File: config.mk
export PLATFORM = sky130hd
export DESIGN_NAME = seq_det_sched
export DESIGN_NICKNAME = d
export VERILOG_FILES = /design/src/rtl/seq_det_pkg.sv /design/src/rtl/seq_rr_arb.sv /design/src/rtl/seq_det_sched.sv
export SDC_FILE = /design/constraint.sdc
export NUM_CORES = 1
export LEC_CHECK = 0
export BUFFER_PORTS_ARGS = -buffer_cell sky130_fd_sc_hd__buf_4
export CAP_MARGIN = 20
export CORE_MARGIN = 4
export CORE_UTILIZATION = 41
export CTS_CLUSTER_SIZE = 14
export DETAILED_ROUTE_END_ITERATION = 7
export GPL_TIMING_DRIVEN = 0
export SYNTH_ARGS = -nofsm -noshare
export SYNTH_HDL_FRONTEND = slang
export SYNTH_SLANG_ARGS = --single-unit
File: constraint.sdc
create_clock -name clk -period 4.3 [get_ports clk]
set_clock_uncertainty 0.1 [all_clocks]
set_input_delay 0.43 -clock clk [delete_from_list [all_inputs] [get_ports clk]]
set_output_delay 0.43 -clock clk [all_outputs]
set_load 0.05 [all_outputs]
File: src/rtl/seq_det_pkg.sv
// Shared types and constants for the time-shared sequence detector.
// No logic; holds the FSM enum, the reset pattern and an index-width helper.
// No flow control of its own.
package seq_det_pkg;

    typedef enum logic [1:0] {
        IDLE = 2'd0,
        RUN  = 2'd1,
        CFG  = 2'd2
    } state_t;

    // Reset pattern 101; narrower patterns keep only the LSBs, wider ones are zero-padded.
    localparam logic [7:0] PAT_RST = 8'b0000_0101;

    function automatic int idx_w(input int n);
        return (n > 1) ? $clog2(n) : 1;
    endfunction

endpackage

File: src/rtl/seq_rr_arb.sv
// Round-robin arbiter: one-hot grant to the first requester at or after the pointer.
// Grant is combinational (zero latency); the pointer advances past the winner at the edge.
// No grant and pointer hold while en is low or nothing requests.
module seq_rr_arb
    import seq_det_pkg::*;
#(
    parameter int NUM_CH = 4,
    localparam int IW = idx_w(NUM_CH)
) (
    input  logic              clk,
    input  logic              rst,
    input  logic              en,
    input  logic [NUM_CH-1:0] req,
    output logic [NUM_CH-1:0] gnt,
    output logic [IW-1:0]     gnt_idx
);

    logic [IW-1:0] ptr;
    logic [IW:0]   cand;
    logic          found;

    always_comb begin
        gnt     = '0;
        gnt_idx = '0;
        found   = 1'b0;
        cand    = '0;
        for (int i = 0; i < NUM_CH; i++) begin
            cand = {1'b0, ptr} + (IW+1)'(i);
            if (cand >= (IW+1)'(NUM_CH)) begin
                cand = cand - (IW+1)'(NUM_CH);
            end
            if (en && !found && req[cand[IW-1:0]]) begin
                found                 = 1'b1;
                gnt[cand[IW-1:0]]     = 1'b1;
                gnt_idx               = cand[IW-1:0];
            end
        end
    end

    always_ff @(posedge clk) begin
        if (!rst) begin
            ptr <= '0;
        end else if (found) begin
            ptr <= (gnt_idx == IW'(NUM_CH - 1)) ? '0 : gnt_idx + 1'b1;
        end
    end

endmodule

File: src/rtl/seq_det_sched.sv
// Shares one pattern matcher among NUM_CH serial streams; SEQ_DET_SCHED_NOOVL_EN selects non-overlapping matches.
// Latency: hit is registered one cycle after the consuming grant; gnt is combinational.
// Backpressure: a channel holds req/bit_in until gnt; no grants while disabled or in CFG.
module seq_det_sched
    import seq_det_pkg::*;
#(
    parameter int NUM_CH = 4,
    parameter int PAT_W  = 3,
    parameter int CNT_W  = 8
) (
    input  logic              clk,
    input  logic              rst,
    input  logic              enable,
    input  logic              cfg_we,
    input  logic [PAT_W-1:0]  cfg_pattern,
    input  logic [NUM_CH-1:0] req,
    input  logic [NUM_CH-1:0] bit_in,
    output logic [NUM_CH-1:0] gnt,
    output logic [NUM_CH-1:0] hit,
    output logic [CNT_W-1:0]  hit_count,
    output logic              busy
);

    localparam int IW = idx_w(NUM_CH);
    localparam int FW = idx_w(PAT_W + 1);

    state_t            state;
    logic [PAT_W-1:0]  pattern;
    logic [PAT_W-1:0]  hist [NUM_CH];
    logic [FW-1:0]     fill [NUM_CH];

    logic [IW-1:0]     gnt_idx;
    logic              gnt_vld;
    logic [PAT_W-1:0]  hist_new;
    logic [FW-1:0]     fill_new;
    logic              match;

    seq_rr_arb #(.NUM_CH(NUM_CH)) u_arb (
        .clk     (clk),
        .rst     (rst),
        .en      ((state == RUN) && enable),
        .req     (req),
        .gnt     (gnt),
        .gnt_idx (gnt_idx)
    );

    always_ff @(posedge clk) begin
        if (!rst) begin
            state   <= IDLE;
            pattern <= PAT_RST[PAT_W-1:0];
            busy    <= 1'b0;
        end else begin
            busy <= 1'b0;
            if (cfg_we) begin
                state   <= CFG;
                pattern <= cfg_pattern;
                busy    <= 1'b1;
            end else begin
                case (state)
                    IDLE:    if (enable) state <= RUN;
                    RUN:     if (!enable) state <= IDLE;
                    default: state <= enable ? RUN : IDLE;
                endcase
            end
        end
    end

    // A grant in the cfg_we cycle still matches against the pattern held before the load.
    always_comb begin
        gnt_vld  = |gnt;
        hist_new = {hist[gnt_idx][PAT_W-2:0], bit_in[gnt_idx]};
        fill_new = (fill[gnt_idx] == FW'(PAT_W)) ? fill[gnt_idx] : fill[gnt_idx] + 1'b1;
        match    = gnt_vld && (hist_new == pattern) && (fill_new == FW'(PAT_W));
    end

    always_ff @(posedge clk) begin
        if (!rst) begin
            for (int k = 0; k < NUM_CH; k++) begin
                hist[k] <= '0;
                fill[k] <= '0;
            end
            hit       <= '0;
            hit_count <= '0;
        end else begin
            hit <= '0;
            if (match) begin
                hit[gnt_idx] <= 1'b1;
                if (hit_count != '1) begin
                    hit_count <= hit_count + 1'b1;
                end
            end
            if (state == CFG) begin
                for (int k = 0; k < NUM_CH; k++) begin
                    hist[k] <= '0;
                    fill[k] <= '0;
                end
            end else if (gnt_vld) begin
`ifdef SEQ_DET_SCHED_NOOVL_EN
                if (match) begin
                    hist[gnt_idx] <= '0;
                    fill[gnt_idx] <= '0;
                end else begin
                    hist[gnt_idx] <= hist_new;
                    fill[gnt_idx] <= fill_new;
                end
`else
                hist[gnt_idx] <= hist_new;
                fill[gnt_idx] <= fill_new;
`endif
            end
        end
    end

endmodule

== Yosys cells after proc, flatten, opt, wreduce, memory -nomap -nowiden ==
Memories as Yosys holds them, arrays and structs flattened.
Index checks and enable logic that the tools add are counted.

* Bits in latches: 0
* Register bits: 20
* Output and inout bits: 17
* Logic and storage cells: 149
* Input bits: 15
* Memory bits (read-only): 0
* RAM bits: 20
* Memories kept: 2

{| class="wikitable"
|+ Memories
! memory !! words !! bits a word !! read ports !! clocked after memory_dff !! wr ports !! RTL line !! RTL
|-
| hist || 4 || 3 || 1 || 0 || 4 || seq_det_sched.sv:29 || <nowiki>logic [PAT_W-1:0] hist [NUM_CH];</nowiki>
|-
| fill || 4 || 2 || 1 || 0 || 4 || seq_det_sched.sv:30 || <nowiki>logic [FW-1:0] fill [NUM_CH];</nowiki>
|}

* Add/subtract/negate cells: 10
* Divide/modulo/power cells: 0
* Multiply operators: 0
* Shift operators: 0
* Eq/ne operators: 11
* Bitwise operators: 12
* Reduce and logical (&&, ||, !) cells: 27
* Multiplexer cells: 66
* Order comparisons: 14

{| class="wikitable"
|+ Operators by type and width
! operator !! number
|-
| two-way mux 2 bit || 20
|-
| two-way mux 1 bit || 26
|-
| two-way mux 4 bit || 4
|-
| logical AND 1 bit || 15
|-
| < comparator 2 x 3 -> 1 bit (second input constant) || 5
|-
| two-way mux 3 bit || 5
|-
| OR 4 bit || 3
|-
| binary-select mux 1 bit (select 2 bit) || 5
|-
| demux 1 bit (select 2 bit) || 5
|-
| >= comparator 2 x 1 -> 1 bit (second input constant) || 5
|-
| >= comparator 3 bit (second input constant) || 3
|-
| adder 8 x 1 -> 8 bit (second input constant) || 1
|-
| == test 2 bit (second input constant) || 4
|-
| != test 8 bit (second input constant) || 1
|-
| OR 1 bit || 8
|-
| AND reduction 2 bit || 4
|-
| subtractor 2 x 1 -> 2 bit (second input constant) || 4
|-
| adder 2 x 2 -> 3 bit (second input constant) || 2
|-
| != test 3 bit (second input constant) || 2
|-
| adder 2 x 1 -> 2 bit (second input constant) || 2
|-
| != test 2 bit (second input constant) || 2
|-
| case mux 2 bit (2 select lines) || 1
|-
| OR reduction 2 bit || 2
|-
| OR reduction 4 bit || 1
|-
| other kinds (8) || 10
|}

== Depth between registers and ports, before layout ==
* Depth in word-level cells: 25
* Depth in mapped cells: 15
* Depth with buffers taken out: 12

== Hierarchy ==
Synthesis repeated with hierarchy kept, for this count alone.

* Cells, all modules: 209
* Area, all modules: 2094.5 um^2

{| class="wikitable"
|+ By module, submodules not included
! module !! cells an instance !! sequential area each (um^2) !! area each (um^2) !! times used
|-
| seq_det_sched || 141 || 840.8 || 1521.5 || 1
|-
| seq_rr_arb || 68 || 40.0 || 573.0 || 1
|}

== Least setup slack after synthesis ==
No wires, ideal clock.

* Path type: reg2reg
* From: reg u_arb.ptr[1]
* To: reg hit_count[3]
* Path slack: -0.104 ns
* Library setup time: 0.070 ns
* Path buffers: 3
* Data required time: 4.130 ns
* Arrival: 4.234 ns
* Period minus slack after synthesis: 4.404 ns
* Stages on the path, launching flop included: 16
* Cell sequence: dfxtp_1 > clkbuf_1 > inv_1 > ha_1 > buf_1 > mux4_1 > nor4b_4 > a22oi_1 > mux2i_4 > inv_4 > or4_1 > o2111ai_1 > nand4b_1 > buf_2 > or4_1 > a21oi_1

* Word-level cells in the longest chain between the ends: 24
* Elaborated cells between the ends (all ways): 80
* Classes of those cells: 8 x add/sub; 12 x order compare; 3 x eq/ne; 34 x mux; 3 x bitwise; 18 x reduce/logical; 2 x memory

{| class="wikitable"
|+ Ends and longest elaborated chain
! what !! RTL line !! RTL
|-
| start: declaration || seq_rr_arb.sv:18 || <nowiki>logic [IW-1:0] ptr;</nowiki>
|-
| start signal: assignment || seq_rr_arb.sv:44 || <nowiki>ptr <= (gnt_idx == IW'(NUM_CH - 1)) ? '0 : gnt_idx + 1'b1;</nowiki>
|-
| >= comparator 2 x 3 -> 1 bit / subtractor 2 x 1 -> 2 bit (equally long branches) || seq_rr_arb.sv:29, seq_rr_arb.sv:30 ||
|-
| two-way mux 2 bit || seq_rr_arb.sv:29 || <nowiki>if (cand >= (IW+1)'(NUM_CH)) begin</nowiki>
|-
| binary-select mux 1 bit (select 2 bit) || seq_rr_arb.sv:32 || <nowiki>if (en && !found && req[cand[IW-1:0]]) begin</nowiki>
|-
| two-way mux 1 bit (not written as such) || seq_rr_arb.sv:32 ||
|-
| logical AND 1 bit || seq_rr_arb.sv:32 ||
|-
| two-way mux 1 bit || seq_rr_arb.sv:32 ||
|-
| zero test 1 bit || seq_rr_arb.sv:32 ||
|-
| logical AND 1 bit (2 in a row) || seq_rr_arb.sv:32 ||
|-
| [6 not listed] || - ||
|-
| logical AND 1 bit (2 in a row) || seq_rr_arb.sv:32 ||
|-
| two-way mux 2 bit || seq_rr_arb.sv:32 ||
|-
| memory (4 x 2 bit) / binary-select mux 1 bit (select 2 bit) (equally long branches) || - ||
|-
| adder 2 x 1 -> 2 bit (tied with other cells) || seq_det_sched.sv:72 || <nowiki>fill_new = (fill[gnt_idx] == FW'(PAT_W)) ? fill[gnt_idx] : fill[gnt_idx] + 1'b1;</nowiki>
|-
| two-way mux 2 bit / == test 3 bit (equally long branches) || seq_det_sched.sv:72, seq_det_sched.sv:73 ||
|-
| == test 2 bit / logical AND 1 bit (equally long branches) || seq_det_sched.sv:73 || <nowiki>match = gnt_vld && (hist_new == pattern) && (fill_new == FW'(PAT_W));</nowiki>
|-
| logical AND 1 bit (*) || seq_det_sched.sv:73 ||
|-
| AND reduction 2 bit (no source line) (*) || - ||
|-
| end signal: assignment || seq_det_sched.sv:89 || <nowiki>hit_count <= hit_count + 1'b1;</nowiki>
|-
| end: declaration || seq_det_sched.sv:20 || <nowiki>output logic [CNT_W-1:0] hit_count,</nowiki>
|}

Mark *: on every way between the ends. The rest lies on a longest branch, timed or not. The select of a mux whose other input is x is not followed.
A chain may end at the register's enable or synchronous reset.

== Worst setup path after layout ==
* From: reg u_arb.ptr[0]
* To: reg hit_count[3]

Same word-level chain as after synthesis.

==> run_results.csv <==
group,metric,value,unit
critical_path,ff2ff_setup_slack,0.20,ns
cts,cts_max_level,2,
pwr,cellLeakagePower,0.00117,uW
placement,place_hpwl,3.84,mm
yosys,synthCells,243,
yosys,synthTopCellsByArea,"edfxtp_1 (21%), dfxtp_1 (17%), mux2i_1 (6.0%)",
cts,cts_root_buf,"clkbuf_8",
yosys,ys.flop_type,"dfxtp_1",
routing,vias,1959,
hold_path,hp-class,"in2reg",
critical_path,rr_endpoint,"hit_count[3]$_SDFFE_PN0P_",
grt,grt_max_degree,11,
critical_path,rr_worst_depth,15,
critical_path,r2r-start,"u_arb.ptr[0]$_SDFFE_PN0P_",
critical_path,critical_path.max_fanout,10,
yosys,async_reset_ff_frac,0,
placement,gp_congestion,0.784,
critical_path,crit_arrival,4.22,ns
critical_path,startpoint_type,"register",
outcome,status,"finished, final reports clean",
cts,clock_sinks,36,
sta,setup-violations-final,0,
sta,period_minus_slack,4.10,ns
yosys,ys_ff_latch,36,
yosys,syn_area,2330,um2
yosys,synth.distinct_cells,57,
routing,via_per_inst,5.35,
floorplan,ios,32,
cts,clockBufferDepth,2,
yosys,syn_nets,269,
grt,grt_pass1_wl,8.79,mm
critical_path,cp.required,4.42,ns
cts,cts_buffers,5,
yosys,yosysWarnings,0,
routing,drc,0,
cts,holdBufCountCts,0,
yosys,yosysTopAreaCell,"edfxtp_1",
floorplan,die_h,83.4,um
floorplan,die-width,83.4,um
hold_path,hold_path_depth,3,
routing,dr.pass1.iters,4,
routing,drtIter0Drc,63,
hold_path,min_to,"pattern[0]$_SDFFE_PN1P_",
floorplan,core,5510,um2
grt,grt.overflow.total,0,
placement,port_buffers,29,
grt,grt_pass1_vias,1845,
finish,layout.nets,319,
finish,layout_common_cells,"buf_4 (45), nand2_1 (30), nor2_1 (23)",
finish,final_common_cell,"buf_4",
grt,gr-usage-all-layers,0.155,
critical_path,worst-setup-path-type,"reg2reg",
routing,drt_wl_total,5.27,mm
floorplan,num_rows,27,
finish,area_growth,24.0,%
sta,finalMaxSlewViolations,0,
sta,worstMarginPinSlew,0.537,ns
cts,clk_latency,0.29,ns
finish,seq_area,888,um2
finish,fillCellCount,523,
yosys,synth-edff-count,16,
critical_path,worst_setup_path_end_kind,"register",
grt,antenna_found_initial,0,
pwr,p_per_area,247,nW/um2
sta,period_share,0.954,
finish,layout-drive-gt1-share,0.252,
finish,multi_input_area,1370,um2
run,maxCapViolCount,0,
finish,insertedDiodeCount,0,
routing,antenna_left,0,
critical_path,startpoint,"u_arb.ptr[0]$_SDFFE_PN0P_",
yosys,yosysSeqAreaShare,0.377,
finish,final_util,0.526,
floorplan,start_util,0.424,
sta,relSlewSlack,0.639,
sta,finalHoldViolCount,0,
yosys,avgSynthCellArea,9.60,um2
routing,wire_per_inst,14.4,um
yosys,yosys.area.top_type_share,0.206,
floorplan,dieArea,6960,um2
hold_path,hp-start,"cfg_pattern[0]",
cts,cts_tree,"yes",
pwr,vdd_drop_max,0.214,mV
sta,whs,0.260,ns
cts,clkTransAtPathRegs,0.07,ns
sta,fmax,0.244,GHz
synthesized netlist by cell type, drive strengths merged, types with 5 or more instances:
| cell type | number |
|---|---|
| inv | 15 |
| nor3 | 5 |
| dfxtp | 20 |
| clkbuf | 6 |
| nand3 | 7 |
| mux4 | 5 |
| ha | 11 |
| mux2i | 15 |
| nand2 | 30 |
| a21oi | 7 |
| edfxtp | 16 |
| and2 | 8 |
| nor2 | 24 |
metal layers:
| metal | up-vias | wire length (um) | global-route usage |
|---|---|---|---|
| li1 | 990 | - | - |
| met1 | 920 | 2480 | 0.200 |
| met2 | 43 | 2480 | 0.261 |
| met3 | 6 | 249 | 0.0317 |
| met4 | 0 | 59 | 0.0453 |
| met5 | - | 0 | 0 |
metrics by stage:
stage	instance area [um2]	worst slack, ns	power [uW]	instances	setup TNS, ns
detailed placement	2640	-0.649	473	344	-6.28
floorplan	2340	0.0526	445	243	0
CTS	2790	0.0418	717	355	0
global placement	2640	-0.639	471	344	-5.94
global route	2890	-0.0120	749	366	-0.0235
finish	2890	0.200	716	366	0
final cells by class:
| type | count | area share |
|---|---|---|
| Inverter | 15 | 0.0229 |
| Multi-Input combinational cell | 182 | 0.472 |
| Buffer | 9 | 0.0220 |
| Clock buffer | 8 | 0.0311 |
| Timing Repair Buffer | 44 | 0.114 |
| Sequential cell | 36 | 0.307 |
| Tap cell | 72 | 0.0311 |
flip-flops by register name (all words and copies together) (netlist names):
name / flops
fill: 8
hist: 8
hit_count: 8
hit: 4
pattern: 3
state: 2
u_arb.ptr: 2
busy: 1
power by group:
group	internal, uW	switching, uW	total, uW
logic	43.2	55.7	98.9
registers	367	5.04	372
clock network	131	114	245
total	541	175	716
worst max-delay path: stages (launching register included):
cell	delay [ns]
dfxtp_4	0.38
buf_8	0.12
clkinvlp_4	0.11
ha_4	0.27
buf_4	0.18
nor3b_2	0.18
o211ai_1	0.19
a211oi_2	0.39
mux2i_4	0.40
inv_4	0.08
or4_1	0.51
o2111ai_1	0.10
nand4b_1	0.18
buf_6	0.18
or4_1	0.49
a21oi_1	0.15
worst max-delay path by stage:
stage	end	slack, ns	cells past startpoint
2_1_floorplan	hit_count[3]$_SDFFE_PN0P_	0.05	15
3_3_place_gp	hit_count[3]$_SDFFE_PN0P_	-0.64	15
3_5_place_dp	hit_count[3]$_SDFFE_PN0P_	-0.65	15
4_1_cts	hit_count[5]$_SDFFE_PN0P_	0.04	15
5_1_grt	hit_count[3]$_SDFFE_PN0P_	-0.01	15
6_report	hit_count[3]$_SDFFE_PN0P_	0.20	15
kinds of logic (layout without fill, tap and decap cells):
logic type,Yosys count,count (layout),synth area share
DFF,36,36,0.377
and+or+nand+nor,104,104,0.234
adders and majority gates,11,11,0.0590
muxes,22,22,0.134
xor gates and xnor gates,1,1,0.00375
buffers and inverters,25,76,0.0450
AOI/OAI and AO/OA,44,44,0.147
timing repair:
action,in CTS,in global routing
setup endpoints to repair,28,9
pin swaps,1,5
buffers inserted,3,12
gates resized for setup,10,10
Power figures use the tool's default switching activity.
